`src/rtl/fft_pkg.sv`:
```
// Shared definitions for the FFT16 frame sequencer.
// Provides:
//   N, LOG2N       frame size (fixed at 16 points) and its index width
//   CPLX_W, cplx_t complex sample type {re, im}
//   ctrl_state_e   sequencer states LOAD -> RUN -> CAPTURE -> UNLOAD
//   bitrev4()      4-bit index bit reversal used to reorder output bins
package fft_pkg;

    localparam int N      = 16;
    localparam int LOG2N  = 4;
    localparam int CPLX_W = 16;

    typedef struct packed {
        logic signed [CPLX_W-1:0] re;
        logic signed [CPLX_W-1:0] im;
    } cplx_t;

    typedef enum logic [1:0] {
        LOAD    = 2'd0,
        RUN     = 2'd1,
        CAPTURE = 2'd2,
        UNLOAD  = 2'd3
    } ctrl_state_e;

    // Mirror the four index bits: bin 1 (0001) becomes slot 8 (1000).
    function automatic logic [LOG2N-1:0] bitrev4(input logic [LOG2N-1:0] k);
        return {k[0], k[1], k[2], k[3]};
    endfunction

endpackage

```
`src/rtl/fft16_frame_buf.sv`:
```
// 16-entry complex register file.
// Ports:
//   i_clk, i_rst          clock, synchronous active-high reset (clears all entries)
//   i_wrEn/i_wrIdx/i_wrRe/i_wrIm   single-entry write port
//   i_loadEn/i_loadRe/i_loadIm     whole-frame parallel load (wins over the write port)
//   i_rdIdx -> o_rdRe/o_rdIm       combinational single-entry read
//   o_allRe/o_allIm                whole frame, entry i at bits [i*DATA_WIDTH +: DATA_WIDTH]
module fft16_frame_buf
    import fft_pkg::*;
#(
    parameter int DATA_WIDTH = 16
)(
    input  logic                    i_clk,
    input  logic                    i_rst,
    input  logic                    i_wrEn,
    input  logic [LOG2N-1:0]        i_wrIdx,
    input  logic [DATA_WIDTH-1:0]   i_wrRe,
    input  logic [DATA_WIDTH-1:0]   i_wrIm,
    input  logic                    i_loadEn,
    input  logic [N*DATA_WIDTH-1:0] i_loadRe,
    input  logic [N*DATA_WIDTH-1:0] i_loadIm,
    input  logic [LOG2N-1:0]        i_rdIdx,
    output logic [DATA_WIDTH-1:0]   o_rdRe,
    output logic [DATA_WIDTH-1:0]   o_rdIm,
    output logic [N*DATA_WIDTH-1:0] o_allRe,
    output logic [N*DATA_WIDTH-1:0] o_allIm
);

    logic [DATA_WIDTH-1:0] r_re [N];
    logic [DATA_WIDTH-1:0] r_im [N];

    // Storage update: a whole-frame load takes priority over a single write.
    always_ff @(posedge i_clk) begin
        if (i_rst) begin
            for (int i = 0; i < N; i++) begin
                r_re[i] <= '0;
                r_im[i] <= '0;
            end
        end else if (i_loadEn) begin
            for (int i = 0; i < N; i++) begin
                r_re[i] <= i_loadRe[i*DATA_WIDTH +: DATA_WIDTH];
                r_im[i] <= i_loadIm[i*DATA_WIDTH +: DATA_WIDTH];
            end
        end else if (i_wrEn) begin
            r_re[i_wrIdx] <= i_wrRe;
            r_im[i_wrIdx] <= i_wrIm;
        end
    end

    assign o_rdRe = r_re[i_rdIdx];
    assign o_rdIm = r_im[i_rdIdx];

    // Flatten the register file onto the packed parallel bus.
    always_comb begin
        o_allRe = '0;
        o_allIm = '0;
        for (int i = 0; i < N; i++) begin
            o_allRe[i*DATA_WIDTH +: DATA_WIDTH] = r_re[i];
            o_allIm[i*DATA_WIDTH +: DATA_WIDTH] = r_im[i];
        end
    end

endmodule

```
`src/rtl/fft16_frame_ctrl.sv`:
```
// Frame sequencer around the FFT16 butterfly datapath.
// Collects 16 complex samples (valid/ready), holds them on the FFT16 inputs while
// pulsing its enable for FFT_LATENCY cycles, captures the 16 outputs, then streams
// them out serially in bit-reversed (BIT_REVERSE=1) or natural order.
// Ports:
//   i_clk, i_rst                      clock, synchronous active-high reset
//   i_s_valid/o_s_ready/i_s_re/i_s_im sample input stream
//   o_m_valid/i_m_ready/o_m_re/o_m_im bin output stream, o_m_idx slot, o_m_last slot 15
//   o_fft_enable, o_fft_zr/o_fft_zi   FFT16 enable and parallel inputs
//   i_fft_Zr/i_fft_Zi                 FFT16 parallel outputs
//   o_busy                            high outside LOAD
//   o_frame_done                      one-cycle pulse after the final bin is accepted
module fft16_frame_ctrl
    import fft_pkg::*;
#(
    parameter int DATA_WIDTH  = 16,
    parameter int N           = 16,
    parameter int FFT_LATENCY = 4,
    parameter bit BIT_REVERSE = 1'b1
)(
    input  logic                    i_clk,
    input  logic                    i_rst,
    input  logic                    i_s_valid,
    output logic                    o_s_ready,
    input  logic [DATA_WIDTH-1:0]   i_s_re,
    input  logic [DATA_WIDTH-1:0]   i_s_im,
    output logic                    o_m_valid,
    input  logic                    i_m_ready,
    output logic [DATA_WIDTH-1:0]   o_m_re,
    output logic [DATA_WIDTH-1:0]   o_m_im,
    output logic [3:0]              o_m_idx,
    output logic                    o_m_last,
    output logic                    o_fft_enable,
    output logic [N*DATA_WIDTH-1:0] o_fft_zr,
    output logic [N*DATA_WIDTH-1:0] o_fft_zi,
    input  logic [N*DATA_WIDTH-1:0] i_fft_Zr,
    input  logic [N*DATA_WIDTH-1:0] i_fft_Zi,
    output logic                    o_busy,
    output logic                    o_frame_done
);

    localparam int RUN_W = (FFT_LATENCY > 1) ? $clog2(FFT_LATENCY) : 1;

    if (N != fft_pkg::N) begin : gBadN
        $error("fft16_frame_ctrl supports N=16 only");
    end
    if (FFT_LATENCY < 1) begin : gBadLatency
        $error("fft16_frame_ctrl needs FFT_LATENCY >= 1");
    end

    ctrl_state_e      r_state;
    logic [LOG2N-1:0] r_wrCnt;
    logic [LOG2N-1:0] r_rdCnt;
    logic [RUN_W-1:0] r_runCnt;
    logic             r_sReady;
    logic             r_mValid;
    logic             r_fftEnable;
    logic             r_busy;
    logic             r_frameDone;

    logic             w_inHs;
    logic             w_outHs;
    logic             w_obufLoad;
    logic [LOG2N-1:0] w_rdIdx;
    logic [DATA_WIDTH-1:0]   w_unusedIbufRe;
    logic [DATA_WIDTH-1:0]   w_unusedIbufIm;
    logic [N*DATA_WIDTH-1:0] w_unusedObufRe;
    logic [N*DATA_WIDTH-1:0] w_unusedObufIm;

    // r_sReady is only ever high in LOAD, so it doubles as the LOAD qualifier.
    assign w_inHs     = i_s_valid && r_sReady;
    assign w_outHs    = r_mValid && i_m_ready;
    assign w_obufLoad = (r_state == CAPTURE);
    assign w_rdIdx    = BIT_REVERSE ? bitrev4(r_rdCnt) : r_rdCnt;

    fft16_frame_buf #(.DATA_WIDTH(DATA_WIDTH)) u_ibuf (
        .i_clk    (i_clk),
        .i_rst    (i_rst),
        .i_wrEn   (w_inHs),
        .i_wrIdx  (r_wrCnt),
        .i_wrRe   (i_s_re),
        .i_wrIm   (i_s_im),
        .i_loadEn (1'b0),
        .i_loadRe ('0),
        .i_loadIm ('0),
        .i_rdIdx  ('0),
        .o_rdRe   (w_unusedIbufRe),
        .o_rdIm   (w_unusedIbufIm),
        .o_allRe  (o_fft_zr),
        .o_allIm  (o_fft_zi)
    );

    fft16_frame_buf #(.DATA_WIDTH(DATA_WIDTH)) u_obuf (
        .i_clk    (i_clk),
        .i_rst    (i_rst),
        .i_wrEn   (1'b0),
        .i_wrIdx  ('0),
        .i_wrRe   ('0),
        .i_wrIm   ('0),
        .i_loadEn (w_obufLoad),
        .i_loadRe (i_fft_Zr),
        .i_loadIm (i_fft_Zi),
        .i_rdIdx  (w_rdIdx),
        .o_rdRe   (o_m_re),
        .o_rdIm   (o_m_im),
        .o_allRe  (w_unusedObufRe),
        .o_allIm  (w_unusedObufIm)
    );

    // Sequencer: all handshake-facing flags are registered alongside the state so
    // they change exactly on the transition edge.
    always_ff @(posedge i_clk) begin
        if (i_rst) begin
            r_state     <= LOAD;
            r_wrCnt     <= '0;
            r_rdCnt     <= '0;
            r_runCnt    <= '0;
            r_sReady    <= 1'b1;
            r_mValid    <= 1'b0;
            r_fftEnable <= 1'b0;
            r_busy      <= 1'b0;
            r_frameDone <= 1'b0;
        end else begin
            r_frameDone <= 1'b0;
            case (r_state)
                LOAD: begin
                    if (w_inHs) begin
                        if (r_wrCnt == LOG2N'(N-1)) begin
                            r_wrCnt     <= '0;
                            r_runCnt    <= '0;
                            r_sReady    <= 1'b0;
                            r_busy      <= 1'b1;
                            r_fftEnable <= 1'b1;
                            r_state     <= RUN;
                        end else begin
                            r_wrCnt <= r_wrCnt + 1'b1;
                        end
                    end
                end
                RUN: begin
                    if (r_runCnt == RUN_W'(FFT_LATENCY-1)) begin
                        r_fftEnable <= 1'b0;
                        r_state     <= CAPTURE;
                    end else begin
                        r_runCnt <= r_runCnt + 1'b1;
                    end
                end
                CAPTURE: begin
                    r_mValid <= 1'b1;
                    r_state  <= UNLOAD;
                end
                UNLOAD: begin
                    if (w_outHs) begin
                        if (r_rdCnt == LOG2N'(N-1)) begin
                            r_rdCnt     <= '0;
                            r_mValid    <= 1'b0;
                            r_sReady    <= 1'b1;
                            r_busy      <= 1'b0;
                            r_frameDone <= 1'b1;
                            r_state     <= LOAD;
                        end else begin
                            r_rdCnt <= r_rdCnt + 1'b1;
                        end
                    end
                end
                default: r_state <= LOAD;
            endcase
        end
    end

    assign o_s_ready    = r_sReady;
    assign o_m_valid    = r_mValid;
    assign o_m_idx      = r_rdCnt;
    assign o_m_last     = (r_rdCnt == LOG2N'(N-1));
    assign o_fft_enable = r_fftEnable;
    assign o_busy       = r_busy;
    assign o_frame_done = r_frameDone;

endmodule

```
`config.mk`:
```
export PLATFORM = sky130hd
export DESIGN_NAME = fft16_frame_ctrl
export DESIGN_NICKNAME = d
export VERILOG_FILES = /design/src/rtl/fft_pkg.sv /design/src/rtl/fft16_frame_buf.sv /design/src/rtl/fft16_frame_ctrl.sv
export SDC_FILE = /design/constraint.sdc
export NUM_CORES = 1
export LEC_CHECK = 0
export ABC_AREA = 1
export ABC_CLOCK_PERIOD_IN_PS = 15400
export CAP_MARGIN = 10
export CORE_AREA = 4 4 426 428
export DETAILED_ROUTE_END_ITERATION = 7
export DIE_AREA = 0 0 430 432
export PLACE_DENSITY = 0.55
export SLEW_MARGIN = 20
export SYNTH_ARGS = -nofsm -noshare
export SYNTH_HDL_FRONTEND = slang
export SYNTH_SLANG_ARGS = --single-unit
```
`constraint.sdc`:
```
create_clock -name i_clk -period 15.4 [get_ports i_clk]
set_input_delay 2.31 -clock i_clk [delete_from_list [all_inputs] [get_ports i_clk]]
set_output_delay 2.31 -clock i_clk [all_outputs]
set_load 0.02 [all_outputs]
```
==> results.sh, run 1 <==
export IMPL_syn_area_um2=44100
export IMPL_drcViolationCount=0
export IMPL_cp_data_arrival_time_ns=5.03
export IMPL_leakage_nw=25.36
export IMPL_vdd_drop_max_uv=90.35
export IMPL_outcome="completed"
export IMPL_die_h_um=432
export IMPL_clkSlewWorstSetupHoldPaths_ns=0.06
export IMPL_synth_seq_cells=1045
export IMPL_critPathCaptureType="primary output"
export IMPL_post_cts_buffers=0
export IMPL_critPathRequiredTime_ns=13.09
export IMPL_drt_wl_total_mm=175.2
export IMPL_final_common_cell="nor2_1"
export IMPL_synth_nets=4802
export IMPL_ctsResizeCount=0
export IMPL_antenna_found_initial=20
export IMPL_slew_viol_final=0
export IMPL_yosys_warnings=0
export IMPL_drt_iter0_markers=2692
export IMPL_htreeDepth=3
export IMPL_mostFrequentLayoutCells="nor2_1 (1154), clkdlybuf4s50_1 (1100), edfxtp_1 (1024)"
export IMPL_rsz0062_at_grt="no"
export IMPL_cts_tree="done"
export IMPL_dp_hpwl_mm=124.5
export IMPL_dieArea_um2=185800
export IMPL_wl_per_cell_um=22.70
export IMPL_drv_cap=0
export IMPL_via_per_inst=4.265
export IMPL_cts_root_buf="clkbuf_16"
export IMPL_slew_headroom=0.2054
export IMPL_busiest_layer="met2"
export IMPL_areaGrowthSynthToFinish_pct=38.04
export IMPL_cts_sinks=1045
export IMPL_final_hold_viol_count=0
export IMPL_period_share=0.4767
export IMPL_whs_ns=0.4690
export IMPL_worstSkewPairLatency_ns=0.76
export IMPL_clk_path_buf_depth=3
export IMPL_antenna_left=0
export IMPL_grt_pass1_wl_mm=240.9
export IMPL_worstPathMaxFanout=71
export IMPL_io_buffers=1101
export IMPL_fp_dieW_um=430
export IMPL_synthCells=4243
export IMPL_gr_total_overflow=0
export IMPL_synth_cell_types=24
export IMPL_start_util=0.2480
export IMPL_drt_first_pass_iters=5
export IMPL_yosysSeqAreaShare=0.7068
export IMPL_gr_usage_met1=0.1920
export IMPL_layout_drive_gt1_share=0.04632
export IMPL_final_min_clock_period_ns=7.341
export IMPL_grtUsageMet2=0.3421
export IMPL_worst_setup_path_type="flop to primary output"
export IMPL_final_nets=5820
export IMPL_rows=155
export IMPL_syn_mean_instance_area_um2=10.39
export IMPL_fin_tns_setup_ns=0
export IMPL_cts_hold_buf=0
export IMPL_grt_pass1_vias=33410
export IMPL_min_path_type="flop to flop"
export IMPL_grt_max_degree=168
export IMPL_fill_cells=18070
export IMPL_ioPinCount=1102
export IMPL_reg2reg_slack_ns=11.07
export IMPL_gp_congestion=0.8470
export IMPL_coreArea_um2=177800
export IMPL_fmax_mhz=136.2
export IMPL_numCtsBuffers=114
export IMPL_dr_total_vias=32910
export IMPL_worstMarginPinSlew_ns=1.191
export IMPL_grt_usage=0.1816
export IMPL_grt_use_met3=0.03965
export IMPL_powerDensity_nw_per_um2=107.6
export IMPL_setup_viol=0
export IMPL_fin_skew_ns=0.02278
export IMPL_start_kind="flop"
flip-flops by register name, indices dropped and copies added (netlist names), 2 cells and up, named ones only:
register,cells
o_m_idx,4
u_ibuf.r_re,256
r_state,2
r_runCnt,2
r_wrCnt,4
u_obuf.r_im,256
u_ibuf.r_im,256
u_obuf.r_re,256
layer usage:
metal	up-vias	share of wire
met1	15820	0.35
met2	1398	0.53
li1	15390	-
met3	277	0.069
met4	20	0.045
met5	-	0.00072
cells in the mapped netlist, drive strengths merged:
master,instances,area share
a31oi,1,0.00014
nand2,809,0.069
o21ai,61,0.0069
buf,147,0.021
o211ai,10,0.0017
nand3,235,0.027
a21oi,9,0.0010
clkbuf,97,0.0083
ha,11,0.0031
inv,650,0.055
edfxtp,1024,0.70
clkinv,2,0.00017
dfxtp,21,0.0095
nor2,1159,0.099
nor3,5,0.00057
nand4,2,0.00028
path summary, 6_finish.rpt:
path	start	endpoint	cells after the start
setup / recovery	flop	o_m_re[4]	9
hold / removal	r_runCnt[1]	r_runCnt[1]	2
setup reg to reg	r_state[0]	u_obuf.r_re[15][8]	7
hold reg to reg	r_runCnt[1]	r_runCnt[1]	2
where the power goes:
group          total (W)  internal (W)  switching (W)
logic           0.000589      0.000253       0.000336
registers        0.00328       0.00324      0.0000424
clock network    0.00268       0.00149        0.00119
critical path: stages, from the launching register on:
cell and delay [ns]:
dfxtp_4 0.95, buf_4 0.70, buf_4 0.74, nor2_1 0.13, nor2_1 0.11, o21ai_0 0.09
nand3_1 0.11, nand3_1 0.37, nand2_1 0.26, clkdlybuf4s50_1 0.64
cells by family (layout without fill, tap and decap cells):
logic type / after synthesis / in the layout / share of synthesized area
fa+ha+maj: 11 / 11 / 0.003121
simple gates: 2210 / 2210 / 0.1960
flops: 1045 / 1045 / 0.7068
compound gates: 81 / 81 / 0.009788
other cells: 0 / 7 / 0
buf+inv: 896 / 2007 / 0.08429
final cells by class:
class	count	area, um2	area share
Antenna cell	7	17.52	0.0002877
Timing Repair Buffer	1146	11400	0.1873
Tap cell	2355	2947	0.04840
Multi-Input combinational cell	2302	9288	0.1526
Sequential cell	1045	31180	0.5122
Clock inverter	69	623.1	0.01024
Inverter	652	2469	0.04055
Clock buffer	140	2950	0.04846
through the flow:
stage / power (W) / area, um2 / cells / utilization / worst slack, ns
floorplan: 0.003579 / 44100 / 4243 / - / 0.5826
global placement: 0.003942 / 57260 / 7500 / 0.3220 / 8.768
detailed placement: 0.003944 / 57270 / 7500 / 0.3220 / 8.783
CTS: 0.006626 / 60850 / 7709 / 0.3421 / 7.896
global route: 0.006781 / 60870 / 7715 / 0.3423 / 7.734
finish: 0.006550 / 60880 / 7716 / 0.3423 / 8.059
(Power assumes the default switching activity.)
==> inputs of run 2 (changes only) <==
- ABC_CLOCK_PERIOD_IN_PS: 15400 -> 7500
- CORE_AREA: 4 4 426 428 -> 4 4 429 431
- DIE_AREA: 0 0 430 432 -> 0 0 433 435
- PLACE_DENSITY: 0.55 -> 0.53
- clock period: 15.4 -> 7.5 ns (I/O delays scaled with it)
==> results.sh, run 2 (same netlist as run 1, synthesis figures left out) <==
export IMPL_fp_dieW_um=433
export IMPL_final_hold_viol_count=0
export IMPL_slew_viol_final=0
export IMPL_rsz0062_at_grt="no"
export IMPL_setup_viol=0
export IMPL_gr_total_overflow=0
export IMPL_ctsResizeCount=0
export IMPL_cp_data_arrival_time_ns=4.31
export IMPL_numCtsBuffers=115
export IMPL_final_common_cell="nor2_1"
export IMPL_worstMarginPinSlew_ns=1.175
export IMPL_drt_first_pass_iters=6
export IMPL_mostFrequentLayoutCells="nor2_1 (1154), clkdlybuf4s50_1 (1100), edfxtp_1 (1024)"
export IMPL_antenna_found_initial=26
export IMPL_cp_top_family="buffers and inverters"
export IMPL_dp_hpwl_mm=124.5
export IMPL_worstPathMaxFanout=115
export IMPL_fmax_mhz=183.9
export IMPL_powerDensity_nw_per_um2=223.7
export IMPL_critPathRequiredTime_ns=6.38
export IMPL_crit_path_max_incr_delay_ns=0.74
export IMPL_htreeDepth=3
export IMPL_start_util=0.2448
export IMPL_ioPinCount=1102
export IMPL_vdd_drop_max_uv=163.4
export IMPL_rows=156
export IMPL_cts_sinks=1045
export IMPL_placed_area_um2=57350
export IMPL_drt_iter0_markers=2260
export IMPL_r2r_cells=5
export IMPL_crit_cells=8
export IMPL_fill_cells=18370
export IMPL_grt_pass1_wl_mm=238.6
export IMPL_layout_drive_gt1_share=0.04797
export IMPL_worstSkewPairLatency_ns=0.76
export IMPL_antenna_left=0
export IMPL_worst_setup_path_type="flop to primary output"
export IMPL_post_place_ws_ns=2.804
export IMPL_post_cts_buffers=0
export IMPL_wl_per_cell_um=22.28
export IMPL_fin_skew_ns=0.03983
export IMPL_start_kind="flop"
export IMPL_io_buffers=1101
export IMPL_clk_path_buf_depth=3
export IMPL_die_h_um=435
export IMPL_min_path_type="flop to flop"
export IMPL_outcome="completed"
export IMPL_cts_hold_buf=0
export IMPL_finalPower_w=0.01369
export IMPL_via_per_inst=4.240
export IMPL_setup_ws_ns=2.062
export IMPL_critPathSlowestCell="dfxtp_4"
export IMPL_final_min_clock_period_ns=5.438
export IMPL_cts_root_buf="clkbuf_16"
export IMPL_slew_headroom=0.2168
export IMPL_leakage_nw=25.50
export IMPL_areaGrowthSynthToFinish_pct=38.74
export IMPL_path_buf_inv=3
export IMPL_period_share=0.7250
export IMPL_drt_wl_total_mm=172.4
export IMPL_path_cells="inv_8 > buf_12 > nand2_1 > nand3_1 > nand3_1 > nand3_1 > nand2_1 > clkdlybuf4s50_1"
export IMPL_critPathCaptureType="primary output"
export IMPL_final_nets=5823
export IMPL_grt_usage=0.1760
export IMPL_whs_path_depth=2
export IMPL_grt_pass1_vias=33070
export IMPL_drv_cap=0
export IMPL_fin_util=0.3396
export IMPL_drcViolationCount=0
export IMPL_clkSlewWorstSetupHoldPaths_ns=0.06
export IMPL_grt_max_degree=194
export IMPL_dieArea_um2=188400
export IMPL_cts_tree="done"
export IMPL_final_area_um2=61180
export IMPL_fin_tns_setup_ns=0
export IMPL_dr_total_vias=32810
export IMPL_gp_congestion=0.8415
export IMPL_critPathMostFrequentCell="nand3_1"
export IMPL_coreArea_um2=180200
run 2: cell count changes in the layout (fill, tap and decap cells not counted), sizes merged:
cell / before / now
bufinv: 7 / 13
clkinv: 49 / 54
clkbuf: 140 / 136
clkinvlp: 6 / 2
diode: 7 / 11
buf: 46 / 48
inv: 659 / 657
run 2: metal layers:
metal  wire (um)  vias to the layer above  global-route usage  part of all wire
met5         151                        -                   0           0.00088
met4        7360                       24             0.08114             0.043
met3       11490                      267             0.03941             0.067
met2       90640                     1263              0.3254              0.53
met1       62730                    15850              0.1894              0.36
li1            -                    15410                   -                 -
run 2: worst paths after layout:
check	endpoint	slack, ns	from
worst max-delay path	o_m_im[5]	2.06	flop
worst min-delay path	r_runCnt[1]	0.47	r_runCnt[1]
worst max register to register	u_ibuf.r_re[15][8]	4.47	r_wrCnt[1]
worst min register to register	r_runCnt[1]	0.47	r_runCnt[1]
run 2: where the power goes:
group	total (W)	switching [W]	internal (W)
Combinational	0.00120	0.000678	0.000521
Clock	0.00575	0.00247	0.00328
Sequential	0.00674	0.0000795	0.00666
run 2: cell type report:
type / instances / area, um2 / area share
sequential: 1045 / 31180 / 0.5097
multi-input combinational: 2302 / 9291 / 0.1519
clock buffer: 136 / 2957 / 0.04832
inverter: 652 / 2469 / 0.04035
timing repair buffer: 1148 / 11440 / 0.1869
clock inverter: 74 / 854.6 / 0.01397
tap: 2370 / 2965 / 0.04847
antenna: 11 / 27.53 / 0.0004499
run 2: metrics by stage:
| stage | instances | hold slack [ns] |
|---|---|---|
| after floorplan | 4243 | 0.4447 |
| after CTS | 7727 | 0.4731 |
| after global routing | 7733 | 0.5078 |
| after detailed placement | 7517 | 0.4632 |
| final | 7738 | 0.4710 |
| after global placement | 7517 | 0.4545 |
run 2: worst reg2reg max path: stages, from the launching register on:
cell	delay, ns
dfxtp_1	0.40
ha_1	0.22
inv_1	0.10
nor2_1	0.37
nand2_2	0.70
nand2_4	0.84
